File: src/rtl/fp16_pkg.sv
// Shared constants and the queued-entry layout for the FP16 adder result path.
package fp16_pkg;

  localparam int FLAG_OVF  = 0;
  localparam int FLAG_UF   = 1;
  localparam int FLAG_ZERO = 2;
  localparam int FLAG_INF  = 3;
  localparam int FLAG_NAN  = 4;
  localparam int FLAG_W    = 5;

  localparam logic [15:0] FP16_POS_INF = 16'h7C00;
  localparam logic [15:0] FP16_QNAN    = 16'h7E00;
  localparam logic [15:0] FP16_ZERO    = 16'h0000;

  // One buffered adder result: 16 + 5 + 1 = 22 bits.
  typedef struct packed {
    logic [15:0]       result;
    logic [FLAG_W-1:0] flags;
    logic              last;
  } fp16_entry_t;

  localparam int ENTRY_W = $bits(fp16_entry_t);

endpackage

File: src/rtl/fp16_sync_fifo.sv
// Generic synchronous FIFO: registered pointers and occupancy, head read straight from storage.
module fp16_sync_fifo #(
  parameter int WIDTH = 22,
  parameter int DEPTH = 4
) (
  input  logic                     clock,
  input  logic                     reset,
  input  logic                     push,
  input  logic                     pop,
  input  logic [WIDTH-1:0]         wr_data,
  output logic [WIDTH-1:0]         rd_data,
  output logic [$clog2(DEPTH):0]   count
);

  localparam int PTR_W = $clog2(DEPTH);
  localparam logic [PTR_W-1:0] PTR_ONE = 1;
  localparam logic [PTR_W:0]   CNT_ONE = 1;

  logic [DEPTH-1:0][WIDTH-1:0] mem;
  logic [PTR_W-1:0]            wr_ptr, rd_ptr;

  // Storage is deliberately not reset; validity is tracked by count alone.
  always_ff @(posedge clock) begin
    if (push) mem[wr_ptr] <= wr_data;
  end

  always_ff @(posedge clock) begin
    if (reset) begin
      wr_ptr <= '0;
      rd_ptr <= '0;
      count  <= '0;
    end else begin
      if (push) wr_ptr <= wr_ptr + PTR_ONE;
      if (pop)  rd_ptr <= rd_ptr + PTR_ONE;
      case ({push, pop})
        2'b10:   count <= count + CNT_ONE;
        2'b01:   count <= count - CNT_ONE;
        default: count <= count;
      endcase
    end
  end

  assign rd_data = mem[rd_ptr];

endmodule

File: src/rtl/fp16_result_buffer.sv
// Capture buffer behind the FP16 adder: queues results, flags overflow drops, tracks sticky exceptions.
module fp16_result_buffer
  import fp16_pkg::*;
#(
  parameter int DEPTH = 4,
  parameter int CNT_W = 8
) (
  input  logic                    clock,
  input  logic                    reset,
  input  logic                    in_valid,
  input  logic [15:0]             in_result,
  input  logic [4:0]              in_flags,
  input  logic                    in_last,
  output logic                    out_valid,
  input  logic                    out_ready,
  output logic [15:0]             out_result,
  output logic [4:0]              out_flags,
  output logic                    out_last,
  output logic [$clog2(DEPTH):0]  count,
  output logic [4:0]              sticky_flags,
  input  logic                    clear_sticky,
  output logic [CNT_W-1:0]        drop_count,
  output logic                    frame_done
);

  localparam int CW = $clog2(DEPTH) + 1;
  localparam logic [CW-1:0]    FULL_CNT = CW'(DEPTH);
  localparam logic [CNT_W-1:0] DROP_ONE = 1;

  fp16_entry_t wr_e, rd_e;
  logic        full, push, pop, drop;

  assign full      = (count == FULL_CNT);
  assign out_valid = (count != '0);
  assign pop       = out_valid & out_ready;
  // A pop in the same cycle frees the slot, so a full buffer still accepts.
  assign push      = in_valid & (~full | pop);
  assign drop      = in_valid & ~push;

  assign wr_e = '{result: in_result, flags: in_flags, last: in_last};

  fp16_sync_fifo #(
    .WIDTH (ENTRY_W),
    .DEPTH (DEPTH)
  ) u_fifo (
    .clock   (clock),
    .reset   (reset),
    .push    (push),
    .pop     (pop),
    .wr_data (wr_e),
    .rd_data (rd_e),
    .count   (count)
  );

  assign out_result = rd_e.result;
  assign out_flags  = rd_e.flags;
  assign out_last   = rd_e.last;

  always_ff @(posedge clock) begin
    if (reset) begin
      sticky_flags <= '0;
      drop_count   <= '0;
      frame_done   <= 1'b0;
    end else begin
      // Flags pushed alongside a clear survive it.
      sticky_flags <= (clear_sticky ? 5'b0 : sticky_flags) | (push ? in_flags : 5'b0);
      if (drop && drop_count != '1) drop_count <= drop_count + DROP_ONE;
      frame_done <= pop & out_last;
    end
  end

endmodule

File: config.mk
export PLATFORM = sky130hd
export DESIGN_NAME = fp16_result_buffer
export DESIGN_NICKNAME = d
export VERILOG_FILES = /design/src/rtl/fp16_pkg.sv /design/src/rtl/fp16_sync_fifo.sv /design/src/rtl/fp16_result_buffer.sv
export SDC_FILE = /design/constraint.sdc
export NUM_CORES = 1
export LEC_CHECK = 0
export CAP_MARGIN = 20
export CORE_MARGIN = 2
export CORE_UTILIZATION = 50
export DETAILED_ROUTE_END_ITERATION = 16
export GPL_ROUTABILITY_DRIVEN = 0
export PLACE_DENSITY_LB_ADDON = 0.15
export SYNTH_ARGS = -nofsm -noshare
export SYNTH_HDL_FRONTEND = slang
export SYNTH_SLANG_ARGS = --single-unit
File: constraint.sdc
create_clock -name clock -period 2.5 [get_ports clock]
set_input_delay 0.375 -clock clock [delete_from_list [all_inputs] [get_ports clock]]
set_output_delay 0.375 -clock clock [all_outputs]
set_load 0.05 [all_outputs]
==> results.md, run 1 <==
* Run status: complete, no violations
* Synth cell types at 32
* Worst-Margin Slew at around 0.5 ns
* CTS sink count at 109
* Synth Flop Type: edfxtp_1
* Share of cells above drive strength 1 at about 25%
* Nets at around 350
* CP max FO at 14
* CP top delay family: flip-flops
* Vias in the first global route at between 2000 and 2500
* Multi-input gate area at about 1100 sq um
* GR Layer Usage met3 at around 4.9%
* Synthesized cell area at roughly 4200 sq um
* Total number of vias at between 2000 and 2500
* Crit-path cells: buf_12 -> mux4_2 -> buf_12
* Final wirelength at slightly above 7000 microns
* Clock buffers created by TritonCTS at 9
* Syn_nets at 262
* DRT Pass-1 Iters at 4
* Syn Inst Count at ~230
* Max_cap viols at 0
* Drt drc at 0
* Largest net degree at the start of global routing at 23
* Slew Viols, Final at 0
* Via-per-instance ratio at 5.32
* WP data required at 2.12 ns
* Area growth, synth to finish at 30.7%
* Io pins at 67
* Fin crit share at between 90% and 100%
* Die Span Y at 95.5 microns
* Clk slew on worst S/H paths at 0.10 ns
* GR Overflow Total at 0
* Pwr Density at between 900 and 1000 nW/um^2
* Root Driver: clkbuf_8
* Hpwl dp at between 4000 and 5000 microns
* CTS tree: built
* CTS H-tree lvls at 3
* Detailed-route wire length per cell at around 17 microns
* Worst setup margin at between 0.2 and 0.25 ns
* Startpoint Class: flip-flop
* Die area at roughly 9100 sq um
* CORE AREA at roughly 8000 sq um
* Cells resized by post-CTS repair at 0
* Most Used Layer, Global Route: met2
* Fillers at 589
* Most frequent CP cell: buf_12
* Die X at between 90 and 100 microns
* Antenna-violating nets left at 0
* Placement Setup Slack at -0.0917 ns
* Insertion delay of the later-clocked pin in the worst-skew pair at 0.36 ns
* Placed Instances at roughly 410
* PortBufs at 66
* Cell taking the most area after synthesis: edfxtp_1
* Row cnt at 33
* Register area at between 3000 and 4000 sq um
* Met2 Use GR at ~30%
* Max stage delay on crit path at slightly below 0.6 ns
* #FFs+latches synth at between 100 and 150
* Hold Worst Slack at about 0.54 ns
* Number of DRC markers in iteration 0 at 131
* RSZ-0062 raised after global routing: false
* CP arrival at between 1.5 and 2 ns
* Skew final at between 0.01 and 0.015 ns
* Area contributors post-synth: edfxtp_1, mux4_2, dfxtp_1, ha_1, a21oi_1
* Sequential element share of the synthesized area at 73.2%
* CTS Hold Bufs at 0
* Crit path buffers/inverters at 2
* Syn Area/Cell at about 18 sq um
* Diode count at 0
* # setup viols final at 0
* Initial antenna violation count at 0
* Grt met1 use at between 20% and 30%
* Starting Density at 51.2%
* Endpoints failing hold at 0
* YS warnings at 0
* Post-synth top area share at between 60 and 70%
* VDD IR max at about 0.66 mV
* Crit path max-delay cell type: dfxtp_2
* Slew margin rel. at about two thirds
* Hold WC Path Type: reg -> reg
* Most frequent cells in the layout: edfxtp_1, clkdlybuf4s50_1, buf_12
* Critical path type: reg -> out
* Critical path capture point type: primary output
* Final min period at between 2 and 2.5 ns
* Post-synth EDFFs at just under 90
* Global-route wire length before repair at between 10000 and 15000 microns
* Post-CTS setup buffer count at 0
* Commonest non-fill, non-tap cell in the layout: edfxtp_1
* Synth async-reset ratio at 0%
* Total track usage at between 10% and 20%
* Final Non-Filler Cells at between 400 and 500
* Fmax at between 400 and 500 MHz
* Leak at 1.85 nW
* Maximum buffer depth of the clock tree at 2
## path summary, 6_finish.rpt
check,start,endpoint,slack [ns],cells after the start
max,u_fifo.rd_ptr[0],out_flags[1],0.21,3
min reg2reg,u_fifo.count[2],u_fifo.count[2],0.54,2
max reg2reg,u_fifo.count[0],u_fifo.count[2],0.33,9
min,u_fifo.count[2],u_fifo.count[2],0.54,2
## power by group
group	switching (mW)	total, mW	internal [mW]
clock network	0.591	0.971	0.380
logic	1.04	1.98	0.940
registers	0.111	2.22	2.11
total	1.74	5.18	3.43
## kinds of logic (layout without fill, tap and decap cells)
family	count (synthesis)	after routing	share of synthesized area [%]
compound gates	21	21	3.20
xor+xnor	7	7	1.46
fa+ha+maj	7	7	2.27
buf+inv	14	103	1.31
flops	109	109	73.2
mux	24	24	12.3
simple gates	46	46	6.28
## sequential cells by signal (all words and copies together), names as in the netlist
register	cells
frame_done	1
sticky_flags	5
u_fifo.wr_ptr	2
u_fifo.count	3
u_fifo.rd_ptr	2
u_fifo.mem	88
drop_count	8
## metal layers
layer  up-vias  share of wire, %
li1       1060                 -
met1      1134                43
met2        46                52
met3         7               4.2
met4         0               1.0
met5         -                 0
## through the flow
step	setup TNS [ns]	total power, mW	area (sq um)	util, %
global route	0	5.40	5470	66.9
CTS	0	5.24	5470	66.9
global placement	0	4.25	5290	64.7
finish	0	5.18	5470	66.9
floorplan	0	3.37	4190	-
detailed placement	-0.0917	4.28	5290	64.7
## synth_stat cells, drive strengths merged, types with 4 or more instances
cell and number:
a21oi 13, and3 4, clkbuf 4, dfxtp 21, edfxtp 88, ha 6, inv 7, mux4 22
nand3 4, nor2 17, nor2b 5, or3 4, xor2 5
## worst min-delay path: stages, from the launching register on
cell and delay (ns):
dfxtp_2 0.36, o21ai_0 0.08, a21oi_1 0.07
## layout make-up
cell class                 count  area share [%]
timing repair buffer          80            18.2
clock buffer                  10            2.33
clock inverter                 6            1.01
sequential                   109            56.0
tap                          105            2.40
multi-input combinational    105            19.5
inverter                       7           0.480
No activity file was read; power rests on OpenSTA's default activity.
==> run 2, diff against run 1 <==
--- a/config.mk
+++ b/config.mk
@@ -8,9 +8,10 @@
 export CAP_MARGIN = 20
 export CORE_MARGIN = 2
 export CORE_UTILIZATION = 50
+export CTS_BUF_LIST = sky130_fd_sc_hd__clkbuf_16
 export DETAILED_ROUTE_END_ITERATION = 16
 export GPL_ROUTABILITY_DRIVEN = 0
-export PLACE_DENSITY_LB_ADDON = 0.15
+export PLACE_DENSITY = 0.79
 export SYNTH_ARGS = -nofsm -noshare
 export SYNTH_HDL_FRONTEND = slang
 export SYNTH_SLANG_ARGS = --single-unit
==> run 2 against run 1 <==
Sequential share of layout area is 1.2 points lower. Wire length grew 8.6%. Core utilization increased by 1.5 points. Combinational power increased by 2%. Flip-flop and latch count unchanged. Critical path depth rose by 7. Clock skew down 0.0054 ns. Critical path type is now in -> reg. Critical endpoint is now u_fifo.count[2]. Largest cell class unchanged.
==> results.md, run 2 (synthesized netlist as in run 1, its figures left out) <==
* Max stage delay on crit path at between 0.4 and 0.5 ns
* Flop2flop setup slack at 0.34 ns
* Die Span Y at ~96 microns
* Most frequent CP cell: inv_1
* Drt drc at 0
* WP data required at ~2.8 ns
* Die X at roughly 96 microns
* Area growth, synth to finish at 33.7%
* Leak at ~1.9 nW
* Root Driver: clkbuf_16
* RSZ-0062 raised after global routing: false
* # setup viols final at 0
* Initial antenna violation count at 0
* Diode count at 0
* VDD IR max at 0.688 mV
* Crit-path cells: clkdlybuf4s50_1 -> nor4b_4 -> nor2_1 -> inv_1 -> ha_1 -> inv_1 -> fa_1 -> xor2_1 -> or3_1 -> a21oi_1
* Nets at around 350
* Fin crit share at around nine tenths
* Skew final at roughly 0.0075 ns
* Slew margin rel. at about two thirds
* Worst R2R Path Depth at 9
* Most frequent cells in the layout: edfxtp_1, clkdlybuf4s50_1, buf_12
* CTS sink count at between 100 and 150
* Clock power share at 24.9%
* Crit path max-delay cell type: clkdlybuf4s50_1
* Worst reg2reg startpoint: u_fifo.count[0]
* Total track usage at a little under a fifth
* Multi-input gate area at roughly 1100 sq um
* Final min period at 2.23 ns
* Io pins at 67
* CP arrival at 2.50 ns
* Final wirelength at 7790 microns
* Insertion delay of the later-clocked pin in the worst-skew pair at around 0.34 ns
* CTS tree: built
* Crit path buffers/inverters at 3
* Endpoints failing hold at 0
* Cells resized by post-CTS repair at 0
* Hold Worst Slack at 0.530 ns
* Clk slew on worst S/H paths at about 0.070 ns
* Die area at around 9100 sq um
* Cell Int Power at 3.83 mW
* CORE AREA at just over 8000 sq um
* CTS H-tree lvls at 3
* Clock buffers created by TritonCTS at 9
* Pwr Density at between 1000 and 1500 nW/um^2
* Commonest non-fill, non-tap cell in the layout: edfxtp_1
* Seq pwr share at between 30% and 40%
* Worst-Margin Slew at around 0.52 ns
* Sw Ratio at 31.7%
* Combinational share of power at 35.9%
* Global-route wire length before repair at 12400 microns
* CP top delay family: simple AND/OR/NAND/NOR gates
* DRT Pass-1 Iters at 4
* Fmax at 448 MHz
* Critical path depth in cells at 10
* Hpwl dp at ~5200 microns
* Largest net degree at the start of global routing at 23
* Critical path type: in -> reg
* Worst setup endpoint: u_fifo.count[2]
* Slew Viols, Final at 0
* Register area at approximately 3100 sq um
* Most flop-heavy register: u_fifo.mem
* Share of cells above drive strength 1 at ~25%
* Total number of vias at 2327
* Net Sw Power at roughly 1.8 mW
* CTS Hold Bufs at 0
* Via-per-instance ratio at ~5.5
* Hold WC Path Type: reg -> reg
* Number of DRC markers in iteration 0 at around 130
* Tot Pwr at approximately 5.6 mW
* PortBufs at 66
* Setup_tns at 0 ns
* Starting Density at 51.2%
* Detailed-route wire length per cell at approximately 18 microns
* Reg2reg end: u_fifo.count[2]
* Maximum buffer depth of the clock tree at 2
* Critical path launch point: out_ready
* Critical path capture point type: flip-flop
* Fillers at 549
* Largest regs: u_fifo.mem x88, drop_count x8, sticky_flags x5
* GR Overflow Total at 0
* Max_cap viols at 0
* Run status: complete, no violations
* Number of flip-flops in the largest register at between 80 and 90
* Row cnt at 33
* Vias in the first global route at around 2400
* Startpoint Class: input port
* Antenna-violating nets left at 0
* CP max FO at 3
* Post-CTS setup buffer count at 0
## run 2: changes by cell type in the layout (fill, tap and decap cells not counted), sizes merged
cell / previous run / this run
inv: 9 / 10
bufinv: 0 / 1
clkinv: 2 / 1
buf: 36 / 37
clkbuf: 10 / 9
## run 2: stage by stage
step	instance area [sq um]	util (%)	cells	setup WS, ns
after floorplan	4190	-	228	0.0652
after global placement	5300	64.8	407	0.0363
after detailed placement	5300	64.8	407	-0.0893
after CTS	5600	68.5	423	0.268
after global routing	5600	68.5	423	0.0707
final	5600	68.5	423	0.270
## run 2: per-layer routing
layer | track usage [%] | part of all wire, % | vias up
met4 | 5.36 | 1.2 | 0
met3 | 5.69 | 4.7 | 8
met1 | 24.6 | 43 | 1183
li1 | - | - | 1062
met5 | 0 | 0 | -
met2 | 31.9 | 51 | 74
## run 2: final cells by class
| class | instances | area share [%] |
|---|---|---|
| clock buffer | 9 | 4.02 |
| clock inverter | 7 | 1.32 |
| inverter | 7 | 0.469 |
| multi-input combinational | 105 | 19.1 |
| sequential | 109 | 54.8 |
| tap | 105 | 2.35 |
| timing repair buffer | 81 | 18.0 |
## run 2: power groups by stage
stage / clock [mW] / combinational (mW) / sequential, mW
after detailed placement: 0 / 2.04 / 2.24
final: 1.40 / 2.02 / 2.20
after global placement: 0 / 2.01 / 2.23
after global routing: 1.50 / 2.12 / 2.21
after CTS: 1.43 / 2.04 / 2.20
after floorplan: 0 / 1.06 / 2.31
## run 2: worst register-to-register path: stages (launching register included)
cell     delay (ns)
dfxtp_1        0.39
nor4b_4        0.32
nor2_1         0.09
inv_1          0.06
ha_1           0.18
inv_1          0.06
fa_1           0.37
xor2_1         0.16
or3_1          0.30
a21oi_1        0.15
## run 2: worst min path at each step
stage | from | to | slack [ns] | cells after the start
5_1_grt | u_fifo.count[2] | u_fifo.count[2] | 0.57 | 2
6_report | u_fifo.count[2] | u_fifo.count[2] | 0.53 | 2
3_5_place_dp | u_fifo.count[2] | u_fifo.count[2] | 0.52 | 2
4_1_cts | u_fifo.count[2] | u_fifo.count[2] | 0.53 | 2
2_1_floorplan | in_last | u_fifo.mem[0] | 0.47 | 0
3_3_place_gp | drop_count[7] | drop_count[7] | 0.50 | 2
==> run 3, diff against run 2 <==
--- a/config.mk
+++ b/config.mk
@@ -10,7 +10,7 @@
 export CORE_UTILIZATION = 50
 export CTS_BUF_LIST = sky130_fd_sc_hd__clkbuf_16
 export DETAILED_ROUTE_END_ITERATION = 16
-export GPL_ROUTABILITY_DRIVEN = 0
+export GPL_ROUTABILITY_DRIVEN = 1
 export PLACE_DENSITY = 0.79
 export SYNTH_ARGS = -nofsm -noshare
 export SYNTH_HDL_FRONTEND = slang
==> results of run 3 <==
Same layout as run 2: the final DEF is identical, and so are final timing and power.
